### src/rtl/hs_arb_pkg.sv
// Shared constants and helpers for the round-robin handshake arbiter.
// Imported by hs_rr_pick and hs_rr_arbiter.
package hs_arb_pkg;

  localparam int HS_ARB_MAX_REQ = 16;

  function automatic int clog2_min1(input int n);
    return (n <= 2) ? 1 : $clog2(n);
  endfunction

endpackage

### src/rtl/hs_rr_pick.sv
// Combinational round-robin picker: double-width masked priority encoder.
// Searches upward from ptr+1, wrapping, and returns a one-hot grant.
module hs_rr_pick
  import hs_arb_pkg::*;
#(
  parameter int NUM_REQ = 4,
  parameter int ID_W    = clog2_min1(NUM_REQ)
) (
  input  logic [NUM_REQ-1:0] req_i,
  input  logic [ID_W-1:0]    ptr_i,
  output logic [NUM_REQ-1:0] grant_o,
  output logic [ID_W-1:0]    win_idx_o
);

  logic [NUM_REQ-1:0]   mask;
  logic [2*NUM_REQ-1:0] dbl;
  logic                 found;

  always_comb begin
    mask = '0;
    for (int i = 0; i < NUM_REQ; i++) begin
      mask[i] = (i > int'(ptr_i));
    end
    // Low half: requests above ptr; high half: wrapped requests.
    dbl       = {req_i, req_i & mask};
    grant_o   = '0;
    win_idx_o = '0;
    found     = 1'b0;
    for (int i = 0; i < 2*NUM_REQ; i++) begin
      if (!found && dbl[i]) begin
        found                = 1'b1;
        grant_o[i % NUM_REQ] = 1'b1;
        win_idx_o            = ID_W'(i % NUM_REQ);
      end
    end
  end

endmodule

### src/rtl/hs_rr_arbiter.sv
// N-to-1 valid/ready round-robin arbiter with registered output stage.
// Define HS_ARB_PKT_LOCK_EN to hold the grant until a beat with last=1.
module hs_rr_arbiter
  import hs_arb_pkg::*;
#(
  parameter  int NUM_REQ = 4,
  parameter  int DATA_W  = 8,
  localparam int ID_W    = clog2_min1(NUM_REQ)
) (
  input  logic                      clk,
  input  logic                      rst_n,
  input  logic [NUM_REQ-1:0]        req_valid_i,
  input  logic [NUM_REQ*DATA_W-1:0] req_data_i,
`ifdef HS_ARB_PKT_LOCK_EN
  input  logic [NUM_REQ-1:0]        req_last_i,
  output logic                      m_last_o,
`endif
  output logic [NUM_REQ-1:0]        req_ready_o,
  output logic                      m_valid_o,
  output logic [DATA_W-1:0]         m_data_o,
  output logic [ID_W-1:0]           m_id_o,
  input  logic                      m_ready_i
);

  logic              m_valid_q, m_valid_d;
  logic [DATA_W-1:0] m_data_q, m_data_d;
  logic [ID_W-1:0]   m_id_q, m_id_d;
  logic [ID_W-1:0]   ptr_q, ptr_d;

  logic [NUM_REQ-1:0] pick_grant, sel_grant;
  logic [ID_W-1:0]    pick_idx, sel_idx;
  logic [DATA_W-1:0]  win_data;
  logic               load_en, up_xfer, sel_last;

`ifdef HS_ARB_PKT_LOCK_EN
  logic            lock_q, lock_d;
  logic [ID_W-1:0] lock_idx_q, lock_idx_d;
  logic            m_last_q, m_last_d;
`endif

  hs_rr_pick #(
    .NUM_REQ (NUM_REQ),
    .ID_W    (ID_W)
  ) u_pick (
    .req_i     (req_valid_i),
    .ptr_i     (ptr_q),
    .grant_o   (pick_grant),
    .win_idx_o (pick_idx)
  );

  always_comb begin
    sel_idx   = pick_idx;
    sel_grant = pick_grant;
    sel_last  = 1'b1;
`ifdef HS_ARB_PKT_LOCK_EN
    if (lock_q) begin
      sel_idx   = lock_idx_q;
      sel_grant = req_valid_i & (NUM_REQ'(1) << lock_idx_q);
    end
    sel_last = req_last_i[sel_idx];
`endif
    load_en     = ~m_valid_q | m_ready_i;
    req_ready_o = sel_grant & {NUM_REQ{load_en}};
    up_xfer     = |req_ready_o;
    win_data    = '0;
    for (int i = 0; i < NUM_REQ; i++) begin
      if (ID_W'(i) == sel_idx) begin
        win_data = req_data_i[i*DATA_W +: DATA_W];
      end
    end
  end

  always_comb begin
    m_valid_d = m_valid_q;
    m_data_d  = m_data_q;
    m_id_d    = m_id_q;
    ptr_d     = ptr_q;
`ifdef HS_ARB_PKT_LOCK_EN
    lock_d     = lock_q;
    lock_idx_d = lock_idx_q;
    m_last_d   = m_last_q;
`endif
    if (up_xfer) begin
      m_valid_d = 1'b1;
      m_data_d  = win_data;
      m_id_d    = sel_idx;
      // ptr only advances at a packet boundary.
      if (sel_last) begin
        ptr_d = sel_idx;
      end
`ifdef HS_ARB_PKT_LOCK_EN
      lock_d     = ~sel_last;
      lock_idx_d = sel_idx;
      m_last_d   = sel_last;
`endif
    end else if (m_ready_i) begin
      m_valid_d = 1'b0;
    end
  end

  always_ff @(posedge clk or negedge rst_n) begin
    if (!rst_n) begin
      m_valid_q <= 1'b0;
      m_data_q  <= '0;
      m_id_q    <= '0;
      ptr_q     <= ID_W'(NUM_REQ-1);
`ifdef HS_ARB_PKT_LOCK_EN
      lock_q     <= 1'b0;
      lock_idx_q <= '0;
      m_last_q   <= 1'b0;
`endif
    end else begin
      m_valid_q <= m_valid_d;
      m_data_q  <= m_data_d;
      m_id_q    <= m_id_d;
      ptr_q     <= ptr_d;
`ifdef HS_ARB_PKT_LOCK_EN
      lock_q     <= lock_d;
      lock_idx_q <= lock_idx_d;
      m_last_q   <= m_last_d;
`endif
    end
  end

  assign m_valid_o = m_valid_q;
  assign m_data_o  = m_data_q;
  assign m_id_o    = m_id_q;
`ifdef HS_ARB_PKT_LOCK_EN
  assign m_last_o  = m_last_q;
`endif

endmodule

### config.mk
export PLATFORM = sky130hd
export DESIGN_NAME = hs_rr_arbiter
export DESIGN_NICKNAME = d
export VERILOG_FILES = /design/src/rtl/hs_arb_pkg.sv /design/src/rtl/hs_rr_pick.sv /design/src/rtl/hs_rr_arbiter.sv
export SDC_FILE = /design/constraint.sdc
export NUM_CORES = 1
export LEC_CHECK = 0
export CORE_UTILIZATION = 37
export CTS_CLUSTER_DIAMETER = 40
export CTS_CLUSTER_SIZE = 16
export DETAILED_ROUTE_END_ITERATION = 6
export HOLD_SLACK_MARGIN = 0.1
export PLACE_DENSITY = 0.91
export SETUP_SLACK_MARGIN = 0.3
export SYNTH_ARGS = -nofsm -noshare
export SYNTH_HDL_FRONTEND = slang
export SYNTH_SLANG_ARGS = --single-unit
### constraint.sdc
create_clock -name clk -period 2.3 [get_ports clk]
set_clock_uncertainty 0.1 [all_clocks]
set_input_delay 0.345 -clock clk [delete_from_list [all_inputs] [get_ports clk]]
set_output_delay 0.345 -clock clk [all_outputs]
set_load 0.02 [all_outputs]
# After elaboration in Yosys (flattened, before gate mapping)
# Cells that the tools add are included.
[op_classes]
add_sub_neg = 0
multipliers = 0
n_div = 0
order_cmp = 3
eq_ne = 3
n_shift = 0
n_mux = 27
n_bitwise = 4
n_reduce_logical = 17
[ops]
columns = ["cell", "n"]
rows = [
  ["$mux W8", 4],
  ["$mux W1", 17],
  ["$mux W2", 6],
  ["$and A4 B4 Y4", 2],
  ["$logic_and A1 B1 Y1", 7],
  ["$logic_not A1 Y1", 7],
  ["$eq A2 B2 Y1 const A", 2],
  ["$gt A2 B2 Y1 const A", 2],
  ["$reduce_or A4 Y1", 1],
  ["$eq A1 B2 Y1 const A", 1],
  ["$gt A1 B2 Y1 const A", 1],
  ["$logic_not A2 Y1", 1],
  ["$reduce_bool A2 Y1", 1],
  ["$not A1 Y1", 1],
  ["$or A1 B1 Y1", 1],
]
[word_totals]
register_bits = 13
latch_bits = 0
ram_bits = 0
mem_bits_ro = 0
output_inout_bits = 15
word_cells = 58
memories = 0

# Depth between registers and ports, before layout
# Gate-level depths: netlist (run 1).
[logic_depth]
depth_word = 29
mapped_depth = 7
mapped_depth_nobuf = 5

# Hierarchy
# Synthesis (run 1) repeated with hierarchy kept, for this count alone.
[hier_totals]
hier_cells = 72
area_unflattened_um2 = 937.1
[by_module_without_submodules]
columns = ["module", "n_inst", "cells_each", "area_per_inst_um2", "seq_area_each_um2"]
rows = [
  ["hs_rr_arbiter", 1, 45, 762.0, 327.8],
  ["hs_rr_pick", 1, 27, 175.2, 0.0],
]

# Worst setup path after synthesis (run 1)
# No wires, ideal clock.
[synth_path]
path_kind = "in2out"
start = "input port req_valid_i[3]"
end = "output port req_ready_o[2]"
t_arrival_ns = 1.399
t_required_ns = 1.855
path_slack_ns = 0.456
path_stages = 5
n_path_buf = 1
path_cell_list = "buf_4 -> a21oi_1 -> nor2_1 -> nor3b_2 -> nor2b_1"
[synth_via]
elab_chain_len = 13
[synth_rtl]
columns = ["element", "line", "source"]
rows = [
  ["start, declared", "hs_rr_arbiter.sv:12", "input logic [NUM_REQ-1:0] req_valid_i,"],
  ["$and A4 B4 Y4 *", "hs_rr_pick.sv:25", "dbl = {req_i, req_i & mask};"],
  ["$logic_and A1 B1 Y1 *", "hs_rr_pick.sv:30", "if (!found && dbl[i]) begin"],
  ["$mux W1 *", "hs_rr_pick.sv:30", ""],
  ["$logic_not A1 Y1", "hs_rr_pick.sv:30", ""],
  ["$logic_and A1 B1 Y1", "hs_rr_pick.sv:30", ""],
  ["$mux W1 *", "hs_rr_pick.sv:30", ""],
  ["$logic_not A1 Y1", "hs_rr_pick.sv:30", ""],
  ["$logic_and A1 B1 Y1", "hs_rr_pick.sv:30", ""],
  ["$mux W1 *", "hs_rr_pick.sv:30", ""],
  ["$logic_not A1 Y1 *", "hs_rr_pick.sv:30", ""],
  ["$logic_and A1 B1 Y1 *", "hs_rr_pick.sv:30", ""],
  ["$mux W1 *", "hs_rr_pick.sv:30", ""],
  ["$and A4 B4 Y4 *", "hs_rr_arbiter.sv:63", "req_ready_o = sel_grant & {NUM_REQ{load_en}};"],
  ["end, declared", "hs_rr_arbiter.sv:18", "output logic [NUM_REQ-1:0] req_ready_o,"],
]
# Every way passes the cells marked *; elsewhere a longest branch is shown, timed or not.

# Worst setup path after layout (run 1)
[layout_path]
start = "input port req_valid_i[3]"
end = "register m_data_q[0] (netlist: m_data_o[0])"
[layout_via]
elab_chain_len = 20
[layout_rtl]
columns = ["element", "line", "source"]
rows = [
  ["$and A4 B4 Y4", "hs_rr_pick.sv:25", ""],
  ["$logic_and A1 B1 Y1", "hs_rr_pick.sv:30", ""],
  ["$mux W1", "hs_rr_pick.sv:30", ""],
  ["$logic_not A1 Y1", "hs_rr_pick.sv:30", ""],
  ["$logic_and A1 B1 Y1", "hs_rr_pick.sv:30", ""],
  ["$mux W1", "hs_rr_pick.sv:30", ""],
  ["$logic_not A1 Y1", "hs_rr_pick.sv:30", ""],
  ["$logic_and A1 B1 Y1", "hs_rr_pick.sv:30", ""],
  ["$mux W1", "hs_rr_pick.sv:30", ""],
  ["$logic_not A1 Y1", "hs_rr_pick.sv:30", ""],
  ["$logic_and A1 B1 Y1", "hs_rr_pick.sv:30", ""],
  ["$mux W1", "hs_rr_pick.sv:30", ""],
  ["$logic_not A1 Y1", "hs_rr_pick.sv:30", ""],
  ["$logic_and A1 B1 Y1", "hs_rr_pick.sv:30", ""],
  ["$mux W2", "hs_rr_pick.sv:30", ""],
  ["$logic_not A2 Y1", "hs_rr_arbiter.sv:67", "if (ID_W'(i) == sel_idx) begin"],
  ["$mux W8 (4 in series)", "hs_rr_arbiter.sv:67", ""],
  ["end signal, assigned", "hs_rr_arbiter.sv:114", "m_data_q <= m_data_d;"],
  ["end, declared", "hs_rr_arbiter.sv:26", "logic [DATA_W-1:0] m_data_q, m_data_d;"],
]
# Several ways; a longest one is shown, not always the timed one.
# A chain may end at the register's enable or synchronous reset.

==> impl_results.md, run 1 <==
* Leading area contributor after synthesis: dfrtp_1
* Clock tree buffer depth at 2
* Tightest Hold Check Type: input port to async pin
* DIE AREA at 2720 um2
* Routed WL at 4.66 mm
* First-pass GRT wire length at between 6 and 7 mm
* Vias in the first global route at 1255
* Vias per std cell at 6.38
* Worst r2r dst: m_data_o[3]$_DFFE_PN0P_
* IO Count at 54
* RR Startpoint: ptr_q[0]$_DFFE_PN1P_
* DP Wirelength at 2.61 mm
* Initial core utilization at 0.406
* Hold Vio Cnt, Final at 0
* Synth cell types at 30
* Initial antenna violation count at 0
* CP endpoint kind: flop
* NetSw at between 400 and 500 uW
* Comb power frac at 0.602
* Cts hold-fix bufs at 0
* Mapped Area at 932 um2
* Root Driver: clkbuf_4
* Cts bufs inserted at 3
* Routed Antenna Nets at 0
* Commonest cells in the synthesized netlist: nor2_1 (14), dfrtp_1 (11), nor2b_1 (8)
* Kind of critical path: input port to flop
* Die width at 52.2 um
* Status: complete, no violations
* Crit path launch type: input port
* Final Cycle Share at 0.950
* Layout Utilization at 0.794
* CTS tree: yes
* Mapped Avg Cell Area at 8.79 um2
* Most common cell in the netlist: nor2_1
* Maximum vdd drop at 0.523 mV
* Fin crit period at 2.19 ns
* Unrepaired setup endpoints after global routing: yes
* CTS sink count at 13
* Largest net degree at the start of global routing at 19
* Internal at 705 uW
* Switching Fraction at 0.395
* Leakage dissipation at approximately 0.75 nW
* Fin area at 1820 um2
* Worst rel slew slack at 0.572
* Fillers at 131
* Area taken by multi-input logic gates at 734 um2
* Max-cap viol count at 0
* DR iter-0 viols at 42
* Yosys top cell area share at 0.295
* R2r setup slk at roughly 0.14 ns
* Area grow syn2layout at 95.6%
* Ys async rst share at 1.00
* Largest cells by area after synthesis: dfrtp_1 (30%), and3b_1 (6.6%), nor4b_1 (6.6%)
* Power density cells at roughly 640 nW/um2
* Mapped Cells at between 100 and 150
* Critical path peak fanout at 8
* Net count of the mapped netlist at 145
* Htree depth at 1
* Layout net count at 219
* Core Box Area at 2300 um2
* Storage element area at 328 um2
* Global route overflow at 0
* Total GRT Usage at 0.313
* Routability cong. at 0.868
* Layout cells sized above 1 at 0.346
* Routed via count at roughly 1300
* Worst path arrival time at 2.22 ns
* Register bit total from synthesis at 13
* Fmax at about 460 MHz
* Measured slew at the worst slew-check pin at approximately 0.64 ns
* Setup violators final at 0
* Warnings, synthesis at 0
* Area post-placement at 1600 um2
* Post-synth EDFFs at 0
* Die Y at 52.2 um
* Average wire per standard cell at roughly 23 um
* Worst path required time at 2.34 ns
* Drt first pass iters at 4
* Final slew viol count at 0
* Sequential area share after synthesis at 0.352
* Number of port buffers at 53
* Worst-path clk slew at 0.08 ns
* N_diodes at 0
* Clock power frac at 0.123
* DRC at 0
* Placement Rows at 17
* Reg power frac at 0.275
* Reg2Reg Depth at 8
* Skew-Pair Late Insertion Delay at 0.27 ns
* Primary FF master, synth: dfrtp_1
-- flip-flops by register name, indices dropped and copies added, names as in the netlist --
name and count:
m_id_o 2, m_valid_o 1, m_data_o 8, ptr_q 2
-- per-layer routing --
layer | share of wire | vias to the layer above | wire, um | GRT usage
met4 | 0.053 | 0 | 249 | 0.158
met2 | 0.49 | 103 | 2280 | 0.571
met1 | 0.38 | 638 | 1750 | 0.338
met5 | 0 | - | 0 | 0
met3 | 0.081 | 27 | 377 | 0.0638
li1 | - | 553 | - | -
-- critical path, stage by stage --
cell           delay [ns]
dlygate4sd2_1        0.41
nor2b_2              0.26
buf_4                0.13
o21a_1               0.44
nor4b_4              0.09
o32ai_1              0.37
a31oi_1              0.17
-- layout make-up --
class	instances	share of cell area
inverter	2	0.00412
sequential	13	0.180
clock buffer	4	0.0144
tap	28	0.0192
multi-input combinational	85	0.403
timing repair buffer	75	0.380
-- timing repair --
item | CTS | global route
endpoints found under the setup margin | 14 | 12
buffers inserted | 2 | 2
pin swaps | 1 | 7
resized for setup | 36 | 26
-- worst max path at each step --
stage / from / to / depth (start not counted) / slack [ns]
floorplan: req_valid_i[3] / req_ready_o[2] / 5 / 0.46
detailed placement: req_valid_i[1] / m_data_o[5]$_DFFE_PN0P_ / 7 / -0.37
global placement: req_valid_i[0] / req_ready_o[2] / 5 / -0.23
finish: req_valid_i[3] / m_data_o[0]$_DFFE_PN0P_ / 7 / 0.11
CTS: ptr_q[0]$_DFFE_PN1P_ / req_ready_o[1] / 5 / 0.24
global route: req_valid_i[3] / m_data_o[0]$_DFFE_PN0P_ / 7 / 0.03
-- layout by cell type, fill, tap and decap left out, types with 3 or more instances in the layout --
master           Yosys  final
nor4b_2              0      4
dfrtp_1             11     11
nand2_1              7      7
buf_4                1     22
nor2b_2              0      5
buf_6                1      4
clkbuf_4             0      3
and3b_1              7      7
clkdlybuf4s50_1      0     45
dlygate4sd2_1        0      3
o32ai_2              0      5
nor2_1              14     13
nand2b_1             4      3
a31oi_1              7      7
a21oi_1              5      3
-- logic make-up after synthesis --
kind of cell    share of synthesized area
flops                               0.352
mux                                0.0215
compound gates                      0.236
simple gates                        0.346
buf+inv                            0.0443
-- power groups by stage --
stage          clock network [mW]  logic, mW  registers [mW]
2_1_floorplan                   0      0.228           0.376
3_5_place_dp                    0      0.550           0.328
5_1_grt                     0.160      0.732           0.325
6_report                    0.144      0.702           0.320
3_3_place_gp                    0      0.531           0.323
4_1_cts                     0.148      0.596           0.317
-- per-stage QoR --
| stage | setup WS [ns] | TNS (ns) | power, mW | hold WS, ns | cells |
|---|---|---|---|---|---|
| after global placement | -0.232 | -2.27 | 0.854 | 0.403 | 199 |
| after global routing | 0.0325 | 0 | 1.22 | 0.381 | 207 |
| after floorplan | 0.456 | 0 | 0.604 | -0.0506 | 106 |
| after CTS | 0.237 | 0 | 1.06 | 0.356 | 205 |
| final | 0.114 | 0 | 1.17 | 0.358 | 207 |
| after detailed placement | -0.366 | -3.90 | 0.878 | 0.413 | 199 |
Note: power is estimated with default switching activity, not from simulation.
==> run 2: changes to the inputs <==
--- a/config.mk
+++ b/config.mk
@@ -5,12 +5,13 @@
 export SDC_FILE = /design/constraint.sdc
 export NUM_CORES = 1
 export LEC_CHECK = 0
+export CAP_MARGIN = 20
 export CORE_UTILIZATION = 37
 export CTS_CLUSTER_DIAMETER = 40
 export CTS_CLUSTER_SIZE = 16
 export DETAILED_ROUTE_END_ITERATION = 6
 export HOLD_SLACK_MARGIN = 0.1
-export PLACE_DENSITY = 0.91
+export PLACE_DENSITY = 0.87
 export SETUP_SLACK_MARGIN = 0.3
 export SYNTH_ARGS = -nofsm -noshare
 export SYNTH_HDL_FRONTEND = slang
==> run 2 against run 1 <==
  * Total power is 6.8% lower
  * Sequential share of layout area up 0.96 points
  * Sequential power grew 2%
  * Setup slack improved by 0.16 ns
  * Combinational power is 12% lower
  * Cell area fell by 5.1%
  * Critical path depth shrank 1
  * Global-route usage fell by 5.3 points
==> impl_results.md, run 2 (synthesis results as in run 1) <==
* Fmax at 495 MHz (+8.1%)
* Setup violators final at 0 (unchanged)
* Average wire per standard cell at 16.3 um (-27%)
* Critical path peak fanout at 7 (-1)
* Cts hold-fix bufs at 0 (unchanged)
* Routed via count at 1181 (-11%)
* Critical Path, Cell by Cell: inv_2, a221oi_4, buf_6, and3b_1, o32ai_2, a31oi_1
* Kind of critical path: flop to flop
* Hold slack final at 0.330 ns (-0.0279 ns)
* CP endpoint kind: flop
* Skew-Pair Late Insertion Delay at 0.27 ns (about the same)
* Maximum vdd drop at 0.636 mV (+22%)
* Fin cells at 207 (unchanged)
* Die Y at 52.2 um (unchanged)
* Worst path required time at 2.35 ns (about the same)
* Largest net degree at the start of global routing at 20 (+1)
* Crit-path slowest cell: dfstp_2
* Placement Rows at 17 (unchanged)
* Initial core utilization at 0.406 (unchanged)
* Vias per std cell at 5.71 (-11%)
* Measured slew at the worst slew-check pin at 0.568 ns (-0.0720 ns)
* First-pass GRT wire length at 5.00 mm (-17%)
* Vias in the first global route at 1109 (-12%)
* Reg2Reg Depth at 6 (-2)
* Cts bufs inserted at 3 (unchanged)
* Layout cells sized above 1 at 0.279 (-0.0670)
* Clock power frac at 0.126 (+0.003)
* Final Cycle Share at 0.879 (-0.0713)
* Worst r2r dst: m_data_o[1]$_DFFE_PN0P_
* Met2 Use GR at 0.476 (-0.0940)
* Total GRT Usage at 0.259 (-0.0533)
* CTS sink count at 13 (unchanged)
* DP Wirelength at 2.54 mm (-2.9%)
* IO Count at 54 (unchanged)
* Area grow syn2layout at 85.6%
* Routed Antenna Nets at 0 (unchanged)
* Max-cap viol count at 0 (unchanged)
* Leakage dissipation at 0.718 nW (-4.3%)
* Number of port buffers at 53 (unchanged)
* Worst rel slew slack at 0.620 (+0.0482)
* Commonest non-fill, non-tap cell in the layout: clkdlybuf4s50_1
* Drt first pass iters at 4 (unchanged)
* Die width at 52.2 um (unchanged)
* Layout net count at 219 (unchanged)
* CTS tree: yes
* GR peak layer: met2
* Crit path launch type: flop
* Htree depth at 1 (unchanged)
* Unrepaired setup endpoints after global routing: yes
* Core Box Area at 2300 um2 (unchanged)
* Final slew viol count at 0 (unchanged)
* Switching Fraction at 0.370 (-0.0251)
* Routability cong. at 0.850 (-2.0%)
* RR Startpoint: ptr_q[1]$_DFFE_PN1P_
* Hold Vio Cnt, Final at 0 (unchanged)
* Met1 Use GR at 0.283 (-0.0547)
* Global route overflow at 0 (unchanged)
* Fin crit period at 2.02 ns (-0.164 ns)
* NetSw at 401 uW (-13%)
* R2r setup slk at 0.28 ns (+0.14 ns)
* DRC at 0 (unchanged)
* DIE AREA at 2720 um2 (unchanged)
* Routed WL at 3.38 mm (-27%)
* Internal at 684 uW (-3.0%)
* N_diodes at 0 (unchanged)
* Fin area at 1730 um2 (-5.1%)
* Delay of the slowest critical-path stage at 0.60 ns (+0.16 ns)
* Total power at 1.09 mW (-6.8%)
* Comb power frac at 0.572 (-0.030)
* Placed insts at 200 (+0.50%)
* Root Driver: clkbuf_4
* Clock tree buffer depth at 2 (unchanged)
* Worst setup path end: m_data_o[1]$_DFFE_PN0P_
* Worst Setup SP: ptr_q[1]$_DFFE_PN1P_
* Status: complete, no violations
* Power density cells at 627 nW/um2 (-1.9%)
* Worst path arrival time at 2.07 ns (-0.15 ns)
* Max reg flops at 8 (unchanged)
* Commonest cells after routing, fill and taps aside: clkdlybuf4s50_1 (45), buf_4 (22), nor2_1 (14), dfrtp_1 (11)
* Area post-placement at 1610 um2 (+0.47%)
* DR iter-0 viols at 23 (-45%)
* Reg power frac at 0.301 (+0.026)
* Initial antenna violation count at 0 (unchanged)
* Worst-path clk slew at 0.07 ns (about the same)
* Accumulated negative setup slack at 0 ns (unchanged)
* Tightest Hold Check Type: input port to async pin
* Met3 Usage GRT at 0.0754 (+0.0116)
## run 2: cell count changes in the layout (fill, tap and decap cells not counted), moves of 2 or more
cell	previous run	this run
nor2b_2	5	2
nor2b_1	2	6
nor4b_4	2	0
nor4b_2	4	2
a21oi_1	3	5
nor4b_1	1	5
buf_6	4	1
buf_2	0	3
## run 2: how the worst min path moves through the flow
stage,start,to,slack [ns],depth (start not counted)
global route,rst_n,m_data_o[5]$_DFFE_PN0P_,0.37,1
detailed placement,m_id_o[0]$_DFFE_PN0P_,m_id_o[0]$_DFFE_PN0P_,0.43,2
floorplan,rst_n,m_data_o[0]$_DFFE_PN0P_,-0.05,0
CTS,rst_n,m_data_o[6]$_DFFE_PN0P_,0.33,1
finish,rst_n,m_valid_o$_DFFE_PN0P_,0.33,1
global placement,m_id_o[1]$_DFFE_PN0P_,m_id_o[1]$_DFFE_PN0P_,0.40,2
## run 2: timing repair
item                       4_1_cts  5_1_grt
setup buffers                    1        2
setup endpoints to repair       12       12
pin swaps                        1        3
hold endpoints to repair         0        0
gates resized for setup         29        9
## run 2: per-stage QoR
step	setup WS (ns)	util
after global routing	0.163	0.753
final	0.278	0.753
after global placement	-0.266	0.699
after detailed placement	-0.314	0.699
after CTS	0.289	0.724
after floorplan	0.456	-
## run 2: power by group through the flow
stage	Combinational (mW)	Clock, mW	Sequential, mW
2_1_floorplan	0.228	0	0.376
3_3_place_gp	0.533	0	0.326
3_5_place_dp	0.548	0	0.329
4_1_cts	0.577	0.142	0.326
5_1_grt	0.661	0.157	0.333
6_report	0.621	0.137	0.327
## run 2: area by class of cell
type                       count  area, um2
tap                           28       35.0
multi-input combinational     85        657
fill                         177        567
clock buffer                   4       26.3
inverter                       2       7.51
timing repair buffer          75        677
sequential                    13        328
## run 2: worst max-delay path, delay by kind of cell, from the launching register on
| kind | cells | cell delay [ns] |
|---|---|---|
| DFF | 1 | 0.60 |
| AOI/OAI and AO/OA | 3 | 0.74 |
| and+or+nand+nor | 1 | 0.19 |
| buffers and inverters | 2 | 0.26 |
## run 2: metal layers
metal,up-vias,share of wire
met3,10,0.066
met1,559,0.38
met2,61,0.52
li1,551,-
met4,0,0.027
met5,-,0
==> run 3: changes to the inputs <==
--- a/config.mk
+++ b/config.mk
@@ -6,12 +6,13 @@
 export NUM_CORES = 1
 export LEC_CHECK = 0
 export CAP_MARGIN = 20
-export CORE_UTILIZATION = 37
+export CORE_UTILIZATION = 39
+export CTS_BUF_LIST = sky130_fd_sc_hd__clkbuf_4 sky130_fd_sc_hd__clkbuf_8
 export CTS_CLUSTER_DIAMETER = 40
 export CTS_CLUSTER_SIZE = 16
 export DETAILED_ROUTE_END_ITERATION = 6
 export HOLD_SLACK_MARGIN = 0.1
-export PLACE_DENSITY = 0.87
+export PLACE_DENSITY = 0.9
 export SETUP_SLACK_MARGIN = 0.3
 export SYNTH_ARGS = -nofsm -noshare
 export SYNTH_HDL_FRONTEND = slang
==> run 3 against run 2 <==
  * Core utilization grew 2.0 points
  * Largest power group unchanged
  * Routed wire length grew 3.0%
  * Critical endpoint unchanged
  * Combinational power shrank 1%
  * Largest cell class unchanged
  * Sequential cell count is the same
==> impl_results.md, run 3 (synthesis results as in run 1) <==
* Status: complete, no violations
* Max reg flops at 8 (unchanged)
* Post-Place Worst Slack at -0.263 ns (+0.0512 ns)
* Routed via count at 1189 (+0.68%)
* Layout net count at 219 (unchanged)
* Hold slack final at 0.336 ns (+0.00600 ns)
* CTS sink count at 13 (unchanged)
* Final Cycle Share at 0.866 (-0.0135)
* Accumulated negative setup slack at 0 ns (unchanged)
* Hold Vio Cnt, Final at 0 (unchanged)
* Routability cong. at 0.843 (-0.80%)
* Worst path required time at 2.36 ns (about the same)
* CTS tree: yes
* Number of port buffers at 53 (unchanged)
* DP Wirelength at 2.51 mm (-0.93%)
* Placed insts at 201 (+0.50%)
* Worst path bufs/invs at 2 (unchanged)
* Initial antenna violation count at 0 (unchanged)
* Die width at 50.9 um (-2.5%)
* Crit path launch type: flop
* Worst rel slew slack at 0.608 (-0.0119)
* Setup violators final at 0 (unchanged)
* Clock tree buffer depth at 2 (unchanged)
* Worst-path clk slew at 0.08 ns (about the same)
* Worst path arrival time at 2.05 ns (-0.02 ns)
* Leakage dissipation at 0.720 nW (+0.26%)
* Largest net degree at the start of global routing at 14 (-30%)
* Initial core utilization at 0.417 (+0.0116)
* Critical path peak fanout at 7 (unchanged)
* Vias in the first global route at 1126 (+1.5%)
* DIE AREA at 2590 um2 (-4.9%)
* N_diodes at 0 (unchanged)
* DR iter-0 viols at 44 (+91%)
* Met1 Routed Length at 1.27 mm (-1.9%)
* Crit-path slowest cell: dfstp_2
* First-pass GRT wire length at 5.13 mm (+2.5%)
* Tightest Hold Check Type: input port to async pin
* Delay of the slowest critical-path stage at 0.59 ns (about the same)
* Maximum vdd drop at 0.631 mV (-0.82%)
* Root Driver: clkbuf_4
* Commonest non-fill, non-tap cell in the layout: clkdlybuf4s50_1
* Htree depth at 1 (unchanged)
* Die Y at 50.9 um (-2.5%)
* Area grow syn2layout at 85.4%
* CP endpoint kind: flop
* Met3 Wirelength at 237 um (+6.3%)
* Average wire per standard cell at 16.8 um (+3.0%)
* Routed Antenna Nets at 0 (unchanged)
* Fin cells at 207 (unchanged)
* IO Count at 54 (unchanged)
* Layout cells sized above 1 at 0.279 (unchanged)
* Power density cells at 632 nW/um2 (+0.67%)
* Core Box Area at 2230 um2 (-2.8%)
* Fmax at 502 MHz (+1.6%)
* Placement Rows at 17 (unchanged)
* Critical Path, Cell by Cell: inv_4, a221oi_2, buf_4, and3b_1, o32ai_2, a31oi_1
* Total GRT Usage at 0.269 (+0.00969)
* Fillers at 169 (-4.5%)
* Routed WL at 3.48 mm (+3.0%)
* Drt first pass iters at 4 (unchanged)
* Global route overflow at 0 (unchanged)
* Fin crit period at 1.99 ns (-0.0310 ns)
* Routed length on met2 at 1.88 mm (+6.0%)
* Worst Setup Slack, final at 0.309 ns (+0.0310 ns)
* DRC at 0 (unchanged)
* Skew-Pair Late Insertion Delay at 0.28 ns (about the same)
* Max-cap viol count at 0 (unchanged)
* Commonest cells after routing, fill and taps aside: clkdlybuf4s50_1 (45), buf_4 (25), nor2_1 (14), dfrtp_1 (11)
* Top layer reached by signal wires: met4
* Cts bufs inserted at 3 (unchanged)
* Vias per std cell at 5.74 (+0.68%)
* Measured slew at the worst slew-check pin at 0.586 ns (+0.0178 ns)
* Final slew viol count at 0 (unchanged)
* Kind of critical path: flop to flop
* Unrepaired setup endpoints after global routing: yes
* CP top delay family: compound AO/OA/AOI/OAI gates
run 3: cell count changes in the layout (fill, tap and decap cells not counted), moves of 2 or more:
cell / previous run / this run
buf_4: 22 / 25
nor4b_1: 5 / 2
buf_2: 3 / 1
nor3_2: 2 / 0
nor4b_2: 2 / 4
o32ai_1: 1 / 3
o32ai_2: 6 / 4
run 3: through the flow:
| stage | util | instance area [um2] | total power, mW |
|---|---|---|---|
| floorplan | - | 932 | 0.604 |
| global placement | 0.723 | 1610 | 0.861 |
| detailed placement | 0.723 | 1610 | 0.880 |
| CTS | 0.736 | 1640 | 1.04 |
| global route | 0.774 | 1730 | 1.15 |
| finish | 0.774 | 1730 | 1.09 |
run 3: power by group:
part / switching (mW) / leakage (nW) / total, mW / internal, mW
Combinational: 0.291 / 0.557 / 0.612 / 0.321
Sequential: 0.0405 / 0.144 / 0.326 / 0.286
Clock: 0.0739 / 0.0184 / 0.153 / 0.0791
run 3: worst paths after layout:
| check | start | to | slack (ns) | cells past startpoint |
|---|---|---|---|---|
| max | ptr_q[1]$_DFFE_PN1P_ | m_data_o[1]$_DFFE_PN0P_ | 0.31 | 6 |
| min | rst_n | m_data_o[6]$_DFFE_PN0P_ | 0.34 | 1 |
| max reg2reg | ptr_q[1]$_DFFE_PN1P_ | m_data_o[1]$_DFFE_PN0P_ | 0.31 | 6 |
| min reg2reg | m_data_o[1]$_DFFE_PN0P_ | m_data_o[1]$_DFFE_PN0P_ | 0.45 | 2 |
| max in group asynchronous | rst_n | m_id_o[0]$_DFFE_PN0P_ | 1.38 | 1 |
| min in group clk | m_data_o[1]$_DFFE_PN0P_ | m_data_o[1]$_DFFE_PN0P_ | 0.45 | 2 |
run 3: what timing repair did:
item | 4_1_cts | 5_1_grt
resized for setup | 22 | 18
buffers inserted | 1 | 1
pin swaps | 0 | 4
endpoints found under the setup margin | 12 | 12
hold buffers | 0 | 0
run 3: area by class of cell:
type / count / area [um2] / share of cell area
Timing Repair Buffer: 75 / 678 / 0.392
Multi-Input combinational cell: 85 / 647 / 0.374
Sequential cell: 13 / 328 / 0.190
Tap cell: 28 / 35.0 / 0.0203
Clock buffer: 4 / 30.0 / 0.0174
Inverter: 2 / 10.0 / 0.00579
run 3: metal layers:
metal	vias up	GRT usage
met3	16	0.0655
met1	556	0.314
met5	-	0
met2	65	0.500
met4	0	0.0463
li1	552	-
